==> src/rtl/adder_serial_nbit_pkg.sv <==
// ---------------------------------------------------------------------------
// adder_serial_nbit_pkg
//   Shared definitions for the chunk-serial adder/subtractor:
//   - state_e        : FSM state encoding (IDLE / RUN / DONE)
//   - idx_width()    : width of the chunk index counter (clog2, minimum 1)
//   - full_add_1bit(): single-bit full adder, returns {carry_out, sum}
//   - ovf_from_carries(): two's-complement overflow from the MSB carries
// ---------------------------------------------------------------------------
package adder_serial_nbit_pkg;

  typedef enum logic [1:0] {
    ST_IDLE = 2'd0,
    ST_RUN  = 2'd1,
    ST_DONE = 2'd2
  } state_e;

  // A single-chunk configuration still needs a 1-bit index register.
  function automatic int idx_width(input int n_chunks);
    return (n_chunks > 1) ? $clog2(n_chunks) : 1;
  endfunction

  // Returns {carry_out, sum}.
  function automatic logic [1:0] full_add_1bit(input logic a, input logic b, input logic ci);
    logic s;
    logic co;
    s  = a ^ b ^ ci;
    co = (a & b) | (ci & (a ^ b));
    return {co, s};
  endfunction

  // Signed overflow: carry into the sign bit differs from carry out of it.
  function automatic logic ovf_from_carries(input logic c_into_msb, input logic c_out_msb);
    return c_into_msb ^ c_out_msb;
  endfunction

endpackage

==> src/rtl/adder_full_nbit.sv <==
// ---------------------------------------------------------------------------
// adder_full_nbit
//   Combinational CHUNK-bit ripple-carry adder built from 1-bit full adders.
//   Ports:
//     a, b   in  CHUNK  operand chunks
//     ci     in  1      carry in
//     s      out CHUNK  sum chunk
//     co     out 1      carry out of the chunk MSB
//     c_msb  out 1      carry into the chunk MSB (for signed overflow)
// ---------------------------------------------------------------------------
module adder_full_nbit
  import adder_serial_nbit_pkg::*;
#(
  parameter int CHUNK = 4
) (
  input  logic [CHUNK-1:0] a,
  input  logic [CHUNK-1:0] b,
  input  logic             ci,
  output logic [CHUNK-1:0] s,
  output logic             co,
  output logic             c_msb
);

  logic [CHUNK:0]   carry_s;
  logic [CHUNK-1:0] sum_s;

  // Ripple chain evaluated in one process so the carry vector has no
  // combinational feedback between separate drivers.
  always_comb begin
    carry_s    = '0;
    sum_s      = '0;
    carry_s[0] = ci;
    for (int i = 0; i < CHUNK; i++) begin
      {carry_s[i+1], sum_s[i]} = full_add_1bit(a[i], b[i], carry_s[i]);
    end
  end

  assign s     = sum_s;
  assign co    = carry_s[CHUNK];
  assign c_msb = carry_s[CHUNK-1];

endmodule

==> src/rtl/adder_serial_nbit.sv <==
// ---------------------------------------------------------------------------
// adder_serial_nbit
//   Multi-cycle WIDTH-bit adder/subtractor processing CHUNK bits per clock,
//   LSB chunk first, with a registered carry between chunks.
//   Subtraction is done as add + ~aug + ~preC; the borrow-out is the inverted
//   final carry.
//   Ports:
//     Clk       in  1      clock (rising edge)
//     Reset_n   in  1      asynchronous active-low reset
//     start     in  1      request, sampled in IDLE or DONE only
//     sub       in  1      0: add+aug+preC, 1: add-aug-preC
//     add       in  WIDTH  addend / minuend
//     aug       in  WIDTH  augend / subtrahend
//     preC      in  1      carry-in / borrow-in
//     busy      out 1      high exactly while in RUN
//     done      out 1      one-cycle pulse, result valid
//     sum       out WIDTH  result, held until the next accepted start
//     proC      out 1      carry-out / borrow-out
//     overflow  out 1      two's-complement overflow of the result
// ---------------------------------------------------------------------------
module adder_serial_nbit
  import adder_serial_nbit_pkg::*;
#(
  parameter int WIDTH = 16,
  parameter int CHUNK = 4
) (
  input  logic             Clk,
  input  logic             Reset_n,
  input  logic             start,
  input  logic             sub,
  input  logic [WIDTH-1:0] add,
  input  logic [WIDTH-1:0] aug,
  input  logic             preC,
  output logic             busy,
  output logic             done,
  output logic [WIDTH-1:0] sum,
  output logic             proC,
  output logic             overflow
);

  localparam int N_CHUNKS = (CHUNK > 0) ? (WIDTH / CHUNK) : 1;
  localparam int IDX_W    = idx_width(N_CHUNKS);
  localparam logic [IDX_W-1:0] LAST_IDX = IDX_W'(N_CHUNKS - 1);

  if ((CHUNK < 1) || (CHUNK > WIDTH) || ((WIDTH % CHUNK) != 0)) begin : g_bad_params
    $error("adder_serial_nbit: WIDTH (%0d) must be a positive multiple of CHUNK (%0d)", WIDTH, CHUNK);
  end

  state_e           state_q, state_d;
  logic [IDX_W-1:0] idx_q, idx_d;
  logic             carry_q, carry_d;
  logic [WIDTH-1:0] a_q, a_d;
  logic [WIDTH-1:0] b_q, b_d;
  logic             sub_q, sub_d;
  logic [WIDTH-1:0] sum_q, sum_d;
  logic             proc_q, proc_d;
  logic             ovf_q, ovf_d;
  logic             busy_q, busy_d;
  logic             done_q, done_d;

  int               base_s;
  logic [CHUNK-1:0] a_chunk_s;
  logic [CHUNK-1:0] b_chunk_s;
  logic [CHUNK-1:0] chunk_sum_s;
  logic             chunk_co_s;
  logic             chunk_cmsb_s;

  // Select the operand chunk addressed by the current index.
  always_comb begin
    base_s    = int'(idx_q) * CHUNK;
    a_chunk_s = a_q[base_s +: CHUNK];
    b_chunk_s = b_q[base_s +: CHUNK];
  end

  adder_full_nbit #(
    .CHUNK (CHUNK)
  ) u_chunk_add (
    .a     (a_chunk_s),
    .b     (b_chunk_s),
    .ci    (carry_q),
    .s     (chunk_sum_s),
    .co    (chunk_co_s),
    .c_msb (chunk_cmsb_s)
  );

  // Next-state and datapath update.
  always_comb begin
    state_d = state_q;
    idx_d   = idx_q;
    carry_d = carry_q;
    a_d     = a_q;
    b_d     = b_q;
    sub_d   = sub_q;
    sum_d   = sum_q;
    proc_d  = proc_q;
    ovf_d   = ovf_q;
    case (state_q)
      ST_IDLE, ST_DONE: begin
        if (start) begin
          // Subtrahend and borrow-in are stored inverted so RUN only adds.
          state_d = ST_RUN;
          idx_d   = '0;
          a_d     = add;
          b_d     = sub ? ~aug : aug;
          sub_d   = sub;
          carry_d = sub ? ~preC : preC;
          sum_d   = '0;
          proc_d  = 1'b0;
          ovf_d   = 1'b0;
        end else begin
          state_d = ST_IDLE;
        end
      end
      ST_RUN: begin
        sum_d[base_s +: CHUNK] = chunk_sum_s;
        carry_d                = chunk_co_s;
        if (idx_q == LAST_IDX) begin
          state_d = ST_DONE;
          idx_d   = '0;
          proc_d  = sub_q ? ~chunk_co_s : chunk_co_s;
          ovf_d   = ovf_from_carries(chunk_cmsb_s, chunk_co_s);
        end else begin
          idx_d = idx_q + IDX_W'(1);
        end
      end
      default: begin
        state_d = ST_IDLE;
        idx_d   = '0;
      end
    endcase
    busy_d = (state_d == ST_RUN);
    done_d = (state_d == ST_DONE);
  end

  // State and datapath registers.
  always_ff @(posedge Clk or negedge Reset_n) begin
    if (!Reset_n) begin
      state_q <= ST_IDLE;
      idx_q   <= '0;
      carry_q <= 1'b0;
      a_q     <= '0;
      b_q     <= '0;
      sub_q   <= 1'b0;
      sum_q   <= '0;
      proc_q  <= 1'b0;
      ovf_q   <= 1'b0;
      busy_q  <= 1'b0;
      done_q  <= 1'b0;
    end else begin
      state_q <= state_d;
      idx_q   <= idx_d;
      carry_q <= carry_d;
      a_q     <= a_d;
      b_q     <= b_d;
      sub_q   <= sub_d;
      sum_q   <= sum_d;
      proc_q  <= proc_d;
      ovf_q   <= ovf_d;
      busy_q  <= busy_d;
      done_q  <= done_d;
    end
  end

  assign busy     = busy_q;
  assign done     = done_q;
  assign sum      = sum_q;
  assign proC     = proc_q;
  assign overflow = ovf_q;

endmodule

==> config.mk <==
export PLATFORM = sky130hd
export DESIGN_NAME = adder_serial_nbit
export DESIGN_NICKNAME = d
export VERILOG_FILES = /design/src/rtl/adder_serial_nbit_pkg.sv /design/src/rtl/adder_full_nbit.sv /design/src/rtl/adder_serial_nbit.sv
export SDC_FILE = /design/constraint.sdc
export NUM_CORES = 1
export LEC_CHECK = 0
export CAP_MARGIN = 30
export CORE_MARGIN = 1
export CORE_UTILIZATION = 53
export CTS_BUF_LIST = sky130_fd_sc_hd__clkbuf_8
export CTS_CLUSTER_SIZE = 24
export DETAILED_ROUTE_END_ITERATION = 8
export PLACE_DENSITY_LB_ADDON = 0.1
export SETUP_SLACK_MARGIN = 0.5
export SLEW_MARGIN = 10
export SYNTH_ARGS = -nofsm -noshare
export SYNTH_HDL_FRONTEND = slang
export SYNTH_SLANG_ARGS = --single-unit
==> constraint.sdc <==
create_clock -name Clk -period 4.8 [get_ports Clk]
set_clock_uncertainty 0.2 [all_clocks]
set_input_delay 1.2 -clock Clk [delete_from_list [all_inputs] [get_ports Clk]]
set_output_delay 1.2 -clock Clk [all_outputs]
set_load 0.005 [all_outputs]
==> results of run 1 <==
## layer usage
metal,up-vias,track usage,wire [um]
li1,956,-,-
met1,943,0.2971,2416
met2,48,0.3792,2722
met3,7,0.07956,199
met4,0,0.05556,51
met5,-,0,0
## placed cells by master (no fill, tap or decap), types with 2 or more instances in the layout
cell type,instances
sky130_fd_sc_hd__a21oi_1,2
sky130_fd_sc_hd__o21ai_0,16
sky130_fd_sc_hd__mux4_2,8
sky130_fd_sc_hd__fa_1,4
sky130_fd_sc_hd__inv_1,12
sky130_fd_sc_hd__xor2_1,2
sky130_fd_sc_hd__nand2_1,70
sky130_fd_sc_hd__nor2_1,4
sky130_fd_sc_hd__nor2b_1,2
sky130_fd_sc_hd__clkbuf_8,9
sky130_fd_sc_hd__a22o_1,8
sky130_fd_sc_hd__o31ai_1,2
sky130_fd_sc_hd__mux2_1,2
sky130_fd_sc_hd__o21ai_1,2
sky130_fd_sc_hd__clkinv_2,2
sky130_fd_sc_hd__and3_1,2
sky130_fd_sc_hd__dfrtp_1,58
sky130_fd_sc_hd__and2_1,2
sky130_fd_sc_hd__clkdlybuf4s50_1,55
sky130_fd_sc_hd__ha_1,4
sky130_fd_sc_hd__clkinvlp_4,2
sky130_fd_sc_hd__o2bb2ai_1,8
sky130_fd_sc_hd__buf_4,3
sky130_fd_sc_hd__nand3b_1,2
sky130_fd_sc_hd__nand3_1,2
sky130_fd_sc_hd__xnor2_1,17
## final cells by class
cell class	instances	area, sq um	area share
flip-flops and latches	58	1451	0.4106
inverters	10	37.54	0.01062
well taps	67	83.83	0.02372
clock buffers	9	123.9	0.03504
clock inverters	7	62.56	0.01770
repair buffers	60	593.1	0.1678
multi-input cells	169	1182	0.3345
## cells by family after synthesis
kind of cell,count (synthesis),synth area share
compound gates,41,0.1048
xor+xnor,19,0.06084
fa+ha+maj,8,0.04758
buf+inv,23,0.03706
flops,58,0.5306
mux,10,0.07411
simple gates,91,0.1450
## stage by stage
stage / cells / setup WS [ns]
floorplan: 250 / 1.438
global placement: 363 / 1.219
detailed placement: 363 / 1.120
CTS: 379 / 1.104
global route: 380 / 0.8951
finish: 380 / 1.150
## critical path, delay by kind of cell (launching register included)
kind          cells  cell delay [ns]
fa+ha+maj         4             1.15
mux               2             0.88
flops             1             0.79
buf+inv           4             0.30
xor+xnor          1             0.15
simple gates      1             0.06
## flip-flops by register name, summed over array words and instances (netlist names), 2 cells and up
register,flops
b_q,16
sum,16
a_q,16
idx_q,2
state_q,2
## worst min-delay path by stage
| stage | startpoint | end | slack, ns | cells after the start |
|---|---|---|---|---|
| 6_report | b_q[7] | b_q[7] | 0.28 | 2 |
| 4_1_cts | b_q[15] | b_q[15] | 0.28 | 2 |
| 3_3_place_gp | a_q[1] | a_q[1] | 0.26 | 2 |
| 3_5_place_dp | a_q[14] | a_q[14] | 0.27 | 2 |
| 5_1_grt | b_q[10] | b_q[10] | 0.30 | 2 |
| 2_1_floorplan | a_q[10] | a_q[10] | 0.24 | 2 |
## report_power, final
| part | internal, mW | switching [mW] |
|---|---|---|
| combinational | 0.514 | 0.553 |
| sequential | 0.691 | 0.151 |
| clock | 0.234 | 0.188 |
==> flow_summary.rst, run 1 <==
.. list-table::
   :header-rows: 1

   * - Metric
     - Value
   * - Outcome
     - finished clean
   * - Antenna violations before repair
     - 0
   * - Post-cts resize count
     - 0
   * - Share of the cycle needed by the critical path after routing
     - 0.7603
   * - Cell types with the highest counts after synthesis
     - sky130_fd_sc_hd__nand2_1 (70), sky130_fd_sc_hd__dfrtp_1 (58), sky130_fd_sc_hd__xnor2_1 (17), sky130_fd_sc_hd__o21ai_0 (16), sky130_fd_sc_hd__inv_1 (10)
   * - Critical path type
     - flip-flop to flip-flop
   * - Buffers from clock root to sink, at most
     - 2
   * - Length in cells of the worst reg-to-reg path
     - 12
   * - Top-level port count
     - 57
   * - Clock transition time at the flip-flop clock pins of the worst setup and hold paths
     - 0.06 ns
   * - Hold Buf Count CTS
     - 0
   * - Library cell with the highest instance count after synthesis
     - sky130_fd_sc_hd__nand2_1
   * - Portion of the post-synthesis area used by sequential elements
     - 0.5306
   * - Antenna diode count
     - 0
   * - Drt wl/cell
     - ~14 um
   * - Fin crit period
     - 3.650 ns
   * - Largest stage delay on the critical path
     - 0.79 ns
   * - Avg Inst Size Synth
     - 10.94 sq um
   * - Core occupancy in the finished layout
     - 0.7290
   * - Die width
     - roughly 74 um
   * - Number of synthesis warnings
     - 0
   * - Post-synthesis sequential element count
     - 58
   * - DRC viols
     - 0
   * - Number of pins with negative max-slew slack in the final report
     - 0
   * - Number of distinct standard cells referenced by the synthesized netlist
     - 34
   * - Leakage power of the design
     - about 1.6 nW
   * - Estimated wirelength of the detail-placed design
     - 3.949 mm
   * - Setup crit start kind
     - flip-flop
   * - Combined global-route utilization of all metal layers
     - 0.2317
   * - Worst hold margin
     - 0.2768 ns
   * - Drt total wl
     - around 5.4 mm
   * - Detail Route Antenna Nets
     - 0
   * - Final weighted congestion in routability-driven placement
     - 0.7813
   * - Setup-failing EPs final
     - 0
   * - Cells along the critical path
     - mux4_2, inv_1, fa_1, inv_1, fa_1, inv_1, fa_1, inv_1, fa_1, xor2_1, nor2_1, mux2_1
   * - R2R Path End
     - overflow
   * - Die footprint
     - 5452 sq um
   * - Net count after synthesis
     - 295
   * - Tot Pwr
     - 2.331 mW
   * - Final Hold Vio Count
     - 0
   * - Crit path from
     - idx_q[0]
   * - Number of enable flip-flop cells after synthesis
     - 0
   * - End point of the critical path
     - overflow
   * - P per Cell Area
     - between 600 and 700 nW/um^2
   * - Growth of design area from synthesis to finish
     - 29.23%
   * - Fill cell count
     - about 350
   * - First-pass GRT wire length
     - 9.128 mm
   * - Buffer type at the clock tree root
     - sky130_fd_sc_hd__clkbuf_8
   * - Drt via density
     - slightly above 5
   * - Transition at the pin with the smallest max-transition slack
     - around 0.87 ns
   * - Synth area leader
     - sky130_fd_sc_hd__dfrtp_1
   * - Number of levels the H-tree was split into
     - 3
   * - Min-Delay Path Class
     - flip-flop to flip-flop
   * - Sum of negative setup slack
     - 0 ns
   * - Nets@finish
     - 353
   * - GRT overflow
     - 0
   * - Ranking of synthesized cells by area
     - sky130_fd_sc_hd__dfrtp_1 (53%), sky130_fd_sc_hd__nand2_1 (9.6%), sky130_fd_sc_hd__mux4_2 (6.6%)
   * - Clock insertion delay at the later pin of the skew report
     - 0.33 ns
   * - Required time of the worst setup path
     - 4.81 ns
   * - Starting DRT DRC Count
     - 125
   * - IR drop worst, VDD
     - 0.4000 mV
   * - Post-CTS repair timing setup buffer count
     - 0
   * - Buffers added on ports
     - 56
   * - Synthesized cell area
     - 2735 sq um
   * - Number of core rows
     - 25
   * - Final design area excluding fillers
     - 3535 sq um
   * - TritonCTS buffer count
     - 9
   * - Area inside the core boundary
     - 4848 sq um
   * - Unrepaired setup endpoints after global routing
     - false
   * - Detailed-routing iteration count for the pre-antenna-repair pass
     - 4
   * - Die Height
     - approximately 74 um
   * - Share of cells above drive strength 1
     - 0.09904
   * - Clock sink count
     - 58
   * - Max Clk Rate
     - 274.0 MHz
   * - Maximum fanout count along the critical path
     - 16
   * - Overall via count from detail_route
     - 1954
   * - Synth top area share
     - 0.5306
   * - Share of flip-flops with an asynchronous set or reset after synthesis
     - 1.000
   * - Setup slack of the most critical reg-to-reg path
     - 1.15 ns
   * - MaxCap Viol Count
     - 0
   * - Master of the slowest instance on the critical path
     - sky130_fd_sc_hd__dfrtp_1
   * - Via count of the first global-routing pass
     - 1897
   * - Worst Setup End Kind
     - flip-flop
   * - Starting density of the core
     - 0.5641
   * - Post-Place Cell Area
     - 3333 sq um
   * - Post-Syn Instances
     - between 200 and 300
   * - CTS tree
     - built
   * - Worst endpoint data arrival time
     - 3.66 ns
   * - Source of the worst register-to-register timing path
     - idx_q[0]
   * - Primary flip-flop cell chosen by synthesis mapping
     - sky130_fd_sc_hd__dfrtp_1
   * - Largest net degree at the start of global routing
     - 32
   * - Relative slew slack
     - 0.4179
(Power assumes the default switching activity.)
==> run 2: changes to the inputs <==
clock period = 3.5 ns   (was 4.8 ns; I/O delays follow)
==> flow_summary.rst, run 2 (synthesis gave the netlist of run 1 again) <==
.. list-table::
   :header-rows: 1

   * - Metric
     - Value
   * - Top-level port count
     - 57
   * - Setup slack of the most critical reg-to-reg path
     - 0.42 ns
   * - TritonCTS buffer count
     - 9
   * - Sum of negative setup slack
     - 0 ns
   * - Setup-failing EPs final
     - 0
   * - Commonest non-fill, non-tap cell in the layout
     - sky130_fd_sc_hd__nand2_1
   * - Drt total wl
     - 5.381 mm
   * - Via count of the first global-routing pass
     - 1961
   * - Tot Pwr
     - 3.304 mW
   * - Antenna violations before repair
     - 0
   * - Drt via density
     - slightly above 5
   * - Buffers added on ports
     - 56
   * - First-pass GRT wire length
     - 9.252 mm
   * - Slack of the critical path
     - 0.4216 ns
   * - Die Height
     - ~74 um
   * - Post-Place Cell Area
     - around 3400 sq um
   * - Starting density of the core
     - 0.5641
   * - Leakage power of the design
     - 1.633 nW
   * - Clock transition time at the flip-flop clock pins of the worst setup and hold paths
     - around 0.070 ns
   * - Final Hold Vio Count
     - 0
   * - Die footprint
     - roughly 5500 sq um
   * - Final design area excluding fillers
     - around 3600 sq um
   * - Growth of design area from synthesis to finish
     - 31.11%
   * - Hold Buf Count CTS
     - 0
   * - Nets@finish
     - 360
   * - Fin crit period
     - 3.078 ns
   * - Transition at the pin with the smallest max-transition slack
     - 0.8312 ns
   * - Starting DRT DRC Count
     - 94
   * - Die width
     - 73.84 um
   * - Detail Route Antenna Nets
     - 0
   * - Detailed-routing iteration count for the pre-antenna-repair pass
     - 4
   * - Worst hold margin
     - between 0.2 and 0.3 ns
   * - MaxCap Viol Count
     - 0
   * - P per Cell Area
     - ~900 nW/um^2
   * - Estimated wirelength of the detail-placed design
     - 3.746 mm
   * - Final weighted congestion in routability-driven placement
     - approximately 0.81
   * - Buffer type at the clock tree root
     - sky130_fd_sc_hd__clkbuf_8
   * - Core occupancy in the finished layout
     - 0.7396
   * - Overall via count from detail_route
     - approximately 2.0k
   * - Unrepaired setup endpoints after global routing
     - true
   * - Clock insertion delay at the later pin of the skew report
     - 0.34 ns
   * - CTS tree
     - built
   * - DRC viols
     - 0
   * - Most frequent cells in the layout
     - sky130_fd_sc_hd__nand2_1 (70), sky130_fd_sc_hd__dfrtp_1 (57), sky130_fd_sc_hd__clkdlybuf4s50_1 (55)
   * - Outcome
     - finished clean
   * - Antenna diode count
     - 0
   * - Number of pins with negative max-slew slack in the final report
     - 0
   * - Combined global-route utilization of all metal layers
     - 0.2337
   * - Area inside the core boundary
     - 4848 sq um
   * - Setup crit start kind
     - flip-flop
   * - GRT overflow
     - 0
   * - Drt wl/cell
     - between 10 and 15 um
   * - Number of levels the H-tree was split into
     - 3
   * - Share of the cycle needed by the critical path after routing
     - 0.8795
   * - Critical path type
     - flip-flop to flip-flop
   * - Buffers from clock root to sink, at most
     - 2
   * - Clock sink count
     - 58
   * - Share of cells above drive strength 1
     - 0.1563
   * - Relative slew slack
     - 0.4447
   * - Min-Delay Path Class
     - flip-flop to flip-flop
   * - Worst endpoint data arrival time
     - 3.10 ns
   * - Largest net degree at the start of global routing
     - 59
   * - Placement Setup Slack
     - 0.3497 ns
   * - IR drop worst, VDD
     - 0.5473 mV
   * - Number of core rows
     - 25
   * - Filler-free cell count of the finished design
     - 387
   * - Required time of the worst setup path
     - 3.52 ns
   * - Placed cells
     - 367
   * - Maximum fanout count along the critical path
     - 5
   * - Max Clk Rate
     - between 300 and 400 MHz
   * - Worst Setup End Kind
     - flip-flop
run 2: cell types whose count changed in the layout (fill, tap and decap cells not counted), sizes merged:
cell / change
buf: +7
clkbuf: +2
clkinvlp: -2
bufinv: -1
clkinv: +1
run 2: report_power, final:
group / total (mW) / internal (mW) / switching, mW
Combinational: 1.63 / 0.814 / 0.818
Sequential: 1.13 / 0.950 / 0.179
Clock: 0.542 / 0.286 / 0.255
Total: 3.30 / 2.05 / 1.25
run 2: final cells by class:
type,count,area [sq um]
clock buffer,11,151.4
clock inverter,5,22.52
fill,377,1262
inverter,10,37.54
multi-input combinational,169,1200
sequential,58,1453
tap,67,83.83
timing repair buffer,67,638.1
run 2: worst paths after layout:
kind,endpoint,cells past startpoint,start
worst max-delay path,proC,12,idx_q[0]
worst min-delay path,a_q[7],2,a_q[7]
worst max register to register,proC,12,idx_q[0]
worst min register to register,a_q[7],2,a_q[7]
max in group asynchronous,idx_q[0],2,Reset_n
min in group asynchronous,sum[15],2,Reset_n
run 2: worst max-delay path, cell delays in order (launching register included):
cell and delay (ns):
sky130_fd_sc_hd__dfrtp_2 0.44, sky130_fd_sc_hd__mux4_2 0.52, sky130_fd_sc_hd__inv_2 0.07, sky130_fd_sc_hd__fa_2 0.19, sky130_fd_sc_hd__inv_2 0.04, sky130_fd_sc_hd__fa_2 0.33
sky130_fd_sc_hd__inv_2 0.07, sky130_fd_sc_hd__fa_2 0.20, sky130_fd_sc_hd__inv_2 0.04, sky130_fd_sc_hd__fa_2 0.38, sky130_fd_sc_hd__xnor2_1 0.14, sky130_fd_sc_hd__nor2_1 0.06
sky130_fd_sc_hd__mux2_4 0.27
run 2: repair_timing:
action,CTS,global route
hold endpoints to repair,0,0
pin swaps,1,5
setup buffers,3,1
gates resized for setup,2,2
cloned,0,0
endpoints found under the setup margin,3,2
run 2: layer usage:
metal,vias up,GRT usage,share of wire
met3,10,0.04938,0.033
met1,929,0.3260,0.49
met2,48,0.3486,0.46
li1,967,-,-
met4,0,0.1132,0.019
met5,-,0,0
==> run 3: changes to the inputs <==
ABC_AREA = 1   (was unset)
clock period = 3.3 ns   (was 3.5 ns; I/O delays follow)
==> flow_summary.rst, run 3 <==
.. list-table::
   :header-rows: 1

   * - Metric
     - Value
   * - Outcome
     - finished clean
   * - Drt total wl
     - 6.298 mm
   * - Detailed-routing iteration count for the pre-antenna-repair pass
     - 5
   * - Die Height
     - between 70 and 80 um
   * - Storage cell area
     - 1454 sq um
   * - Synth top area share
     - 0.5081
   * - Worst Min Path Start
     - a_q[2]
   * - Fin crit period
     - between 2 and 3 ns
   * - Internal cell power
     - approximately 2.3 mW
   * - Commonest non-fill, non-tap cell in the layout
     - sky130_fd_sc_hd__nand2_1
   * - Buffer type at the clock tree root
     - sky130_fd_sc_hd__clkbuf_8
   * - Number of synthesis warnings
     - 0
   * - Length in cells of the worst reg-to-reg path
     - 15
   * - Post-Syn Instances
     - 341
   * - Tot Pwr
     - around 4 mW
   * - Largest net degree at the start of global routing
     - a little under 60
   * - Starting DRT DRC Count
     - about 200
   * - TritonCTS buffer count
     - 9
   * - Filler-free cell count of the finished design
     - 488
   * - Growth of design area from synthesis to finish
     - 34.34%
   * - Die footprint
     - 5687 sq um
   * - Detail Route Antenna Nets
     - 0
   * - Final design area excluding fillers
     - 3837 sq um
   * - Buffers added on ports
     - 56
   * - Post-synthesis sequential element count
     - 58
   * - Top-level port count
     - 57
   * - Clock sink count
     - 58
   * - Placed cells
     - 457
   * - Relative contribution of sequential cells to total power
     - 0.307
   * - Fraction of power consumed by combinational cells
     - 0.554
   * - Source of the worst register-to-register timing path
     - idx_q[0]
   * - P per Cell Area
     - 1028 nW/um^2
   * - IR drop worst, VDD
     - 0.4945 mV
   * - Area inside the core boundary
     - 5140 sq um
   * - Final weighted congestion in routability-driven placement
     - 0.8241
   * - Required time of the worst setup path
     - 3.35 ns
   * - Antenna violations before repair
     - 0
   * - Estimated wirelength of the detail-placed design
     - 4.266 mm
   * - Overall via count from detail_route
     - 2457
   * - MaxCap Viol Count
     - 0
   * - Net count after synthesis
     - 386
   * - Primary flip-flop cell chosen by synthesis mapping
     - sky130_fd_sc_hd__dfrtp_1
   * - Buffers from clock root to sink, at most
     - 2
   * - Combined global-route utilization of all metal layers
     - 0.2551
   * - Hold Buf Count CTS
     - 0
   * - Nets@finish
     - 458
   * - Cell depth of the worst min-delay path
     - 2
   * - Setup slack of the most critical reg-to-reg path
     - approximately 0.35 ns
   * - Die width
     - 75.42 um
   * - Sum of negative setup slack
     - 0 ns
   * - Synthesized cell area
     - approximately 2900 sq um
   * - Setup crit start kind
     - flip-flop
   * - Worst Setup End Kind
     - flip-flop
   * - Min-Delay Path Class
     - flip-flop to flip-flop
   * - R2R Path End
     - sum[15]
   * - First-pass GRT wire length
     - 10.63 mm
   * - Setup-failing EPs final
     - 0
   * - Share of cells above drive strength 1
     - 0.1364
   * - Share of total power consumed by net switching
     - 0.4105
   * - Starting density of the core
     - 0.5557
   * - Number of pins with negative max-slew slack in the final report
     - 0
   * - Fill cell count
     - 405
   * - Worst endpoint data arrival time
     - 3.00 ns
   * - Most frequent cells in the layout
     - sky130_fd_sc_hd__nand2_1 (118), sky130_fd_sc_hd__dfrtp_1 (56), sky130_fd_sc_hd__clkdlybuf4s50_1 (55)
   * - Post-Place Cell Area
     - between 3000 and 4000 sq um
   * - Via count of the first global-routing pass
     - 2370
   * - Max Clk Rate
     - 338.6 MHz
   * - Drt wl/cell
     - 12.91 um
   * - Clock transition time at the flip-flop clock pins of the worst setup and hold paths
     - 0.06 ns
   * - Endpoint of the worst hold-timing path
     - a_q[2]
   * - DRC viols
     - 0
   * - Final Hold Vio Count
     - 0
   * - Share of the cycle needed by the critical path after routing
     - 0.8949
   * - CTS tree
     - built
   * - GRT overflow
     - 0
   * - Clock insertion delay at the later pin of the skew report
     - 0.33 ns
   * - Share of flip-flops with an asynchronous set or reset after synthesis
     - 1.000
   * - Clk pwr share
     - 0.139
   * - Worst hold margin
     - 0.2859 ns
   * - Maximum fanout count along the critical path
     - 7
   * - Relative slew slack
     - 0.5325
   * - Number of enable flip-flop cells after synthesis
     - 0
   * - Number of distinct standard cells referenced by the synthesized netlist
     - 21
   * - Drt via density
     - 5.035
   * - Number of core rows
     - 26
   * - Cell types with the highest counts after synthesis
     - sky130_fd_sc_hd__nand2_1 (121), sky130_fd_sc_hd__dfrtp_1 (58), sky130_fd_sc_hd__o21ai_0 (37), sky130_fd_sc_hd__nand3_1 (34), sky130_fd_sc_hd__nor2_1 (20)
   * - Portion of the post-synthesis area used by sequential elements
     - 0.5081
   * - Switching power
     - between 1.5 and 2 mW
   * - Unrepaired setup endpoints after global routing
     - true
   * - Avg Inst Size Synth
     - 8.377 sq um
   * - Critical path type
     - flip-flop to flip-flop
   * - Number of levels the H-tree was split into
     - 3
   * - Leakage power of the design
     - 1.864 nW
   * - Total area of multi-input combinational cells
     - 1262 sq um
   * - Ranking of synthesized cells by area
     - sky130_fd_sc_hd__dfrtp_1 (51%), sky130_fd_sc_hd__nand2_1 (16%), sky130_fd_sc_hd__o21ai_0 (6.5%)
   * - Transition at the pin with the smallest max-transition slack
     - 0.7012 ns
   * - Library cell with the highest instance count after synthesis
     - sky130_fd_sc_hd__nand2_1
   * - Antenna diode count
     - 0
   * - Synth area leader
     - sky130_fd_sc_hd__dfrtp_1
## run 3: layer usage
metal  vias to the layer above  global-route usage  share of wire  wire [um]
met5                         -                   0              0          0
met2                        82              0.4246           0.49       3055
met3                        13             0.06481          0.053        333
met4                         0              0.1008          0.021        133
li1                       1227                   -              -          -
met1                      1135              0.3209           0.44       2776
## run 3: cell type report
class / count / share of cell area
repair buffers: 76 / 0.2008
flip-flops and latches: 58 / 0.3789
clock inverters: 6 / 0.006847
inverters: 22 / 0.02380
multi-input cells: 245 / 0.3290
well taps: 70 / 0.02282
repair inverters: 1 / 0.001956
clock buffers: 10 / 0.03587
## run 3: logic make-up after synthesis
kind of cell | count (synthesis) | share of synthesized area
adder cells (fa/ha/maj) | 8 | 0.04556
XOR/XNOR | 16 | 0.04906
AO/OA/AOI/OAI | 39 | 0.07008
buffers and inverters | 38 | 0.06044
AND/OR/NAND/NOR | 182 | 0.2668
flip-flops | 58 | 0.5081
## run 3: critical path, cell delays in order (launching register included)
cell and delay, ns:
sky130_fd_sc_hd__dfrtp_2 0.46, sky130_fd_sc_hd__clkinvlp_4 0.21, sky130_fd_sc_hd__nand2_1 0.11, sky130_fd_sc_hd__nand3_1 0.07
sky130_fd_sc_hd__nand2_1 0.09, sky130_fd_sc_hd__fa_2 0.20, sky130_fd_sc_hd__inv_2 0.04, sky130_fd_sc_hd__fa_2 0.32
sky130_fd_sc_hd__inv_2 0.06, sky130_fd_sc_hd__fa_2 0.20, sky130_fd_sc_hd__inv_2 0.04, sky130_fd_sc_hd__fa_1 0.52
sky130_fd_sc_hd__inv_2 0.06, sky130_fd_sc_hd__nor2_4 0.09, sky130_fd_sc_hd__nand2_2 0.08, sky130_fd_sc_hd__o21ai_2 0.13
## run 3: repair_timing
action,CTS,global route
gates cloned,2,0
endpoints found under the hold margin,0,0
pin swaps,11,5
setup buffers,13,0
setup endpoints to repair,9,8
resized for setup,9,13
## run 3: how the worst max path moves through the flow
| stage | startpoint | to | slack, ns | cells after the start |
|---|---|---|---|---|
| floorplan | idx_q[0] | sum[7] | 0.50 | 16 |
| global placement | idx_q[0] | sum[15] | 0.28 | 15 |
| detailed placement | idx_q[0] | sum[15] | 0.20 | 15 |
| CTS | idx_q[0] | sum[15] | 0.40 | 15 |
| global route | idx_q[0] | sum[15] | 0.21 | 15 |
| finish | idx_q[0] | sum[15] | 0.35 | 15 |
## run 3: stage by stage
stage / setup slack [ns] / utilization
finish: 0.3469 / 0.7466
global route: 0.2108 / 0.7466
CTS: 0.3961 / 0.7393
detailed placement: 0.2021 / 0.6762
global placement: 0.2844 / 0.6762
floorplan: 0.5006 / -
## run 3: power groups by stage
stage          Sequential [mW]  Combinational (mW)  Clock [mW]
2_1_floorplan             1.16                1.20           0
4_1_cts                   1.21                2.01       0.557
5_1_grt                   1.24                2.46       0.586
3_5_place_dp              1.20                1.68           0
3_3_place_gp              1.19                1.64           0
6_report                  1.21                2.19       0.549
